===== src/rtl/unique_value_detector.sv =====
// First-occurrence detector over a 1-bit-per-value seen table, swept to zero after reset/clear_in.
// Result 2 cycles after transfer, one value/cycle; ready_out low only while sweeping, no result backpressure.
module unique_value_detector #(
    parameter int DATA_WIDTH = 8
) (
    input  logic                  clk,
    input  logic                  reset,
    input  logic                  clear_in,
    input  logic [DATA_WIDTH-1:0] value_in,
    input  logic                  valid_in,
    output logic                  ready_out,
    output logic                  result_valid_out,
    output logic [DATA_WIDTH-1:0] result_value_out,
    output logic                  result_unique_out,
    output logic                  unique_pulse_out,
    output logic                  clearing_out
);

    localparam int DEPTH = 2 ** DATA_WIDTH;
    localparam logic [0:0] ST_CLEAR = 1'b0;
    localparam logic [0:0] ST_RUN   = 1'b1;
    localparam logic [DATA_WIDTH:0] LAST_ADDR = (DATA_WIDTH+1)'(DEPTH - 1);

    logic [0:0]            r_state;
    logic [DATA_WIDTH:0]   r_clr_addr;
    logic                  r_a_vld;
    logic [DATA_WIDTH-1:0] r_a_val;
    logic                  r_b_vld;
    logic [DATA_WIDTH-1:0] r_b_val;
    logic                  r_b_fwd;
    logic                  r_rd_bit;
    logic                  r_res_vld;
    logic [DATA_WIDTH-1:0] r_res_val;
    logic                  r_res_uniq;
    logic                  r_seen [DEPTH];

    logic                  w_run;
    logic                  w_clr_req;
    logic                  w_xfer;
    logic                  w_seen;
    logic                  w_we;
    logic [DATA_WIDTH-1:0] w_waddr;
    logic                  w_wdat;

    assign w_run     = (r_state == ST_RUN);
    assign w_clr_req = w_run && clear_in;
    assign w_xfer    = valid_in && w_run && !clear_in;
    // The read-first RAM returns stale data when the previous value is being marked this same edge.
    assign w_seen    = r_rd_bit || r_b_fwd;

    assign w_we    = !w_run || r_b_vld;
    assign w_waddr = w_run ? r_b_val : r_clr_addr[DATA_WIDTH-1:0];
    assign w_wdat  = w_run;

    always_ff @(posedge clk) begin
        if (w_we) begin
            r_seen[w_waddr] <= w_wdat;
        end
        r_rd_bit <= r_seen[r_a_val];
    end

    always_ff @(posedge clk or posedge reset) begin
        if (reset) begin
            r_state    <= ST_CLEAR;
            r_clr_addr <= '0;
        end else if (!w_run) begin
            r_clr_addr <= r_clr_addr + (DATA_WIDTH+1)'(1);
            if (r_clr_addr == LAST_ADDR) begin
                r_state <= ST_RUN;
            end
        end else if (clear_in) begin
            r_state    <= ST_CLEAR;
            r_clr_addr <= '0;
        end
    end

    always_ff @(posedge clk or posedge reset) begin
        if (reset) begin
            r_a_vld <= 1'b0;
            r_a_val <= '0;
            r_b_vld <= 1'b0;
            r_b_val <= '0;
            r_b_fwd <= 1'b0;
        end else begin
            r_a_vld <= w_xfer;
            if (w_xfer) begin
                r_a_val <= value_in;
            end
            r_b_vld <= r_a_vld && !w_clr_req;
            r_b_val <= r_a_val;
            r_b_fwd <= r_a_vld && r_b_vld && (r_a_val == r_b_val);
        end
    end

    always_ff @(posedge clk or posedge reset) begin
        if (reset) begin
            r_res_vld  <= 1'b0;
            r_res_val  <= '0;
            r_res_uniq <= 1'b0;
        end else begin
            r_res_vld <= r_b_vld && !w_clr_req;
            if (r_b_vld) begin
                r_res_val  <= r_b_val;
                r_res_uniq <= !w_seen;
            end
        end
    end

    assign ready_out         = w_run;
    assign clearing_out      = !w_run;
    assign result_valid_out  = r_res_vld;
    assign result_value_out  = r_res_val;
    assign result_unique_out = r_res_uniq;
    assign unique_pulse_out  = r_res_vld && r_res_uniq;

endmodule


===== config.mk =====
export PLATFORM = sky130hd
export DESIGN_NAME = unique_value_detector
export DESIGN_NICKNAME = d
export VERILOG_FILES = /design/src/rtl/unique_value_detector.sv
export SDC_FILE = /design/constraint.sdc
export NUM_CORES = 1
export LEC_CHECK = 0
export BUFFER_PORTS_ARGS = -buffer_cell sky130_fd_sc_hd__buf_2
export CORE_MARGIN = 2
export CORE_UTILIZATION = 40
export DETAILED_ROUTE_END_ITERATION = 12
export SLEW_MARGIN = 25
export SYNTH_ARGS = -nofsm -noshare
export SYNTH_HDL_FRONTEND = slang
export SYNTH_SLANG_ARGS = --single-unit
export TNS_END_PERCENT = 1

===== constraint.sdc =====
create_clock -name clk -period 8.6 [get_ports clk]
set_input_delay 1.72 -clock clk [delete_from_list [all_inputs] [get_ports clk]]
set_output_delay 1.72 -clock clk [all_outputs]
set_load 0.02 [all_outputs]

==> results by group <==
Critical path
  • Worst setup slack for register-to-register paths: 4900 ps
  • Worst path max stage delay: 990 ps
  • Buf/Inv on CP: 2
  • Crit-path cells: inv_1 > buf_2
  • CP top delay family: flip-flops
  • Critical setup path kind: reg2out
  • Worst flop-to-flop path endpoint: r_seen[175]
  • Kind of launch point of the worst setup path: flip-flop
  • Data arrival time of the critical path: 2280 ps
  • Slowest cell on the critical path: dfrtp_4
  • Critical path required time: 6880 ps
  • Crit path max fanout: 100
  • Kind of end point of the critical path: output pin
  • Number of cells on the worst reg-to-reg path: 5
  • Source of the worst register-to-register timing path: ready_out

GRT
  • Wire length of the first global-routing pass: 45.0 mm
  • Total track usage: 17.4%
  • Pin count of the biggest net entering global routing: 102
  • Number of global-route vias before repair: 7509
  • Number of antenna violations at the first check in global routing: 0
  • Total congestion overflow after global routing: 0

CTS
  • Sinks on Clock Net: 296
  • Hold-fix buffers at CTS: 0
  • Clock tree from TritonCTS: built
  • Clock transition at the registers of the reported paths: 60 ps
  • Clk Tree Root Cell: clkbuf_16
  • Post CTS Setup Buffer Count: 0
  • CTS Buffer Depth: 3
  • Clock latency reported for the late side of the worst-skew pair: 560 ps
  • CTS HTree Levels: 1
  • Inserted Clock Buffers: 30
  • Resize count post-CTS: 0

Synth
  • Syn nets: 969
  • Number of synthesis warnings: 0
  • Post-synth EDFFs: 256
  • Flop and latch count out of synthesis: 296
  • Number of different library cells in the post-synthesis netlist: 51
  • Synthesized instance count: 955
  • Post-synthesis average cell area: 13.6 sq um
  • Top_reg_cell synth: edfxtp_1
  • Share of synthesized registers carrying an async set or reset: 13.2%
  • Sequential area share after synthesis: 66.8%
  • Area of the mapped netlist: 13000 sq um

Timing
  • Largest clock skew in the final design: 16.5 ps
  • Number of max-slew violations in the final report: 0
  • Worst setup slack after layout: 4600 ps
  • Setup TNS Final: 0 ps
  • Total setup violations reported at the end of the flow: 0
  • Max Freq: 250 MHz
  • Fin crit period: 4000 ps
  • Count of final hold-check violations: 0
  • Setup repair after global routing missed its margin: no
  • Transition at the pin with the smallest max-transition slack: 1080 ps
  • Remaining max-slew budget at the tightest pin: 27.8%
  • Final period utilization: 46.5%

Routing
  • 1st-pass router iterations: 5
  • Total routed wire length on the met1 layer: 13.6 mm
  • DRC viols: 0
  • Via count normalized by instance count: 5.51
  • Met2 wire length: 13.4 mm
  • Total number of vias: 7798
  • Detailed-route wire length: 29.4 mm
  • Routed met3 length: 1.67 mm
  • Detail Route Antenna Nets: 0
  • Average routed wire per standard cell: 20.7 um
  • Violation count after the first detailed-route iteration: 662
  • Top layer reached by signal wires: met4

Layout
  • Ant diodes: 0
  • Util after Layout: 44.4%
  • Filler-free cell count of the finished design: 1416
  • Signed area change from the synthesized netlist to the final layout: 10.2%
  • Fraction of final layout cells sized beyond drive strength 1: 12.9%
  • Fill cell instance count of the final layout: 2945
  • Most common cell after layout, fill and taps aside: nor2_1
  • Net count, final: 967
  • Most frequent cells in the layout: nor2_1, edfxtp_1, mux2i_1

Placed design
  • RePlAce Congestion: 0.806
  • Number of I/O port buffers: 24
  • Placed Cells incl. Taps: 1363
  • Setup Slack @ Placement: 4980 ps
  • Placed wire-length estimate: 17.9 mm

Floorplanning
  • Die area: 33900 sq um
  • Floorplan Core Area: 32300 sq um
  • Floorplan row count: 66
  • Initial Util: 40.3%
  • Die height: 184 um
  • Chip Width: 184 um
  • I/O pin cnt: 25

Min path
  • Worst hold path depth: 1
  • Hold path endpoint: r_b_vld
  • Hold Path Origin: r_a_vld
  • Min-delay worst type: reg2reg

Pwr
  • Lkg Pwr: 4.58 nW
  • Power Total: 0.00343 W
  • Maximum resistive drop on vdd: 154 uV
  • Areal power density over the cells: 239 nW/um^2

Run
  • # Max-Cap Violations: 0

Outcome
  • Outcome: completed
per-layer routing:
metal,up-vias,GRT usage (%)
met4,0,5.22
met1,4003,25.8
met3,45,2.19
met5,-,0
met2,240,27.0
li1,3510,-
where the power goes:
| part | switching (W) | total [W] | internal [W] |
|---|---|---|---|
| clock | 0.000527 | 0.00123 | 0.000707 |
| combinational | 0.000388 | 0.000540 | 0.000151 |
| sequential | 0.0000622 | 0.00166 | 0.00159 |
| total | 0.000977 | 0.00343 | 0.00245 |
worst max-delay path by stage:
stage,startpoint,end,slack (ps),cells past startpoint
after detailed placement,ready_out,r_seen[147],4980,5
after global routing,ready_out,clearing_out,4440,2
after global placement,ready_out,r_seen[160],5130,5
after CTS,ready_out,clearing_out,4570,2
after floorplan,ready_out,clearing_out,2880,3
final,ready_out,clearing_out,4600,2
state kept, by name, summed over array words and instances, names as in the netlist:
signal and flops:
ready_out 1, r_b_vld 1, r_b_val 8, r_b_fwd 1, r_clr_addr 9, result_unique_out 1, r_seen 256, r_rd_bit 1
r_a_vld 1, result_value_out 8, r_a_val 8, result_valid_out 1
area by class of cell:
type | instances | area [sq um] | area share [%]
Clock buffer | 41 | 802 | 5.60
Clock inverter | 12 | 115 | 0.804
Inverter | 10 | 37.5 | 0.262
Multi-Input combinational cell | 582 | 3930 | 27.4
Sequential cell | 296 | 8690 | 60.7
Tap cell | 442 | 553 | 3.86
Timing Repair Buffer | 33 | 188 | 1.31
cell families after synthesis:
kind of cell | synth area share [%]
simple gates | 12.0
flops | 66.8
mux | 13.1
compound gates | 4.21
buf+inv | 3.06
xor+xnor | 0.607
fa+ha+maj | 0.193
Yosys cell counts (2+ instances only):
| cell type | count | share of area, % |
|---|---|---|
| buf_6 | 4 | 0.35 |
| buf_4 | 8 | 0.46 |
| a22o_1 | 9 | 0.61 |
| dfrtp_1 | 39 | 7.5 |
| and2_1 | 4 | 0.19 |
| o32ai_1 | 5 | 0.34 |
| nor2_1 | 270 | 7.8 |
| nand2_1 | 48 | 1.4 |
| clkbuf_8 | 2 | 0.21 |
| a311oi_1 | 2 | 0.13 |
| clkbuf_1 | 40 | 1.2 |
| o22ai_1 | 25 | 1.2 |
| a2111oi_0 | 2 | 0.13 |
| nand2b_1 | 6 | 0.29 |
| nor4_1 | 7 | 0.34 |
| o31ai_1 | 5 | 0.29 |
| a32o_1 | 2 | 0.15 |
| nand3_1 | 27 | 1.0 |
| nand3b_1 | 5 | 0.29 |
| buf_1 | 4 | 0.12 |
| mux2_2 | 17 | 1.5 |
| a31oi_1 | 4 | 0.19 |
| a21oi_1 | 2 | 0.077 |
| buf_2 | 7 | 0.27 |
| inv_1 | 10 | 0.29 |
| or3_1 | 3 | 0.14 |
| ha_1 | 2 | 0.19 |
| mux4_2 | 31 | 5.4 |
| mux4_1 | 11 | 2.2 |
| nor3_1 | 4 | 0.15 |
| edfxtp_1 | 256 | 59 |
| o21ai_0 | 13 | 0.50 |
| mux2i_1 | 52 | 4.0 |
| xnor2_1 | 8 | 0.54 |
| a22oi_1 | 5 | 0.29 |
worst register-to-register path: stages, from the launching register on:
cell and delay, ps:
dfrtp_4 990, buf_4 860, nand2b_1 620, and2_1 370, nand2_1 460, nor2_1 150
stage by stage:
step / cell area (sq um) / hold slack, ps
after floorplan: 13000 / 352
after global placement: 13400 / 470
after detailed placement: 13400 / 471
after CTS: 14300 / 485
after global routing: 14300 / 495
final: 14300 / 483
(Power assumes the default switching activity.)
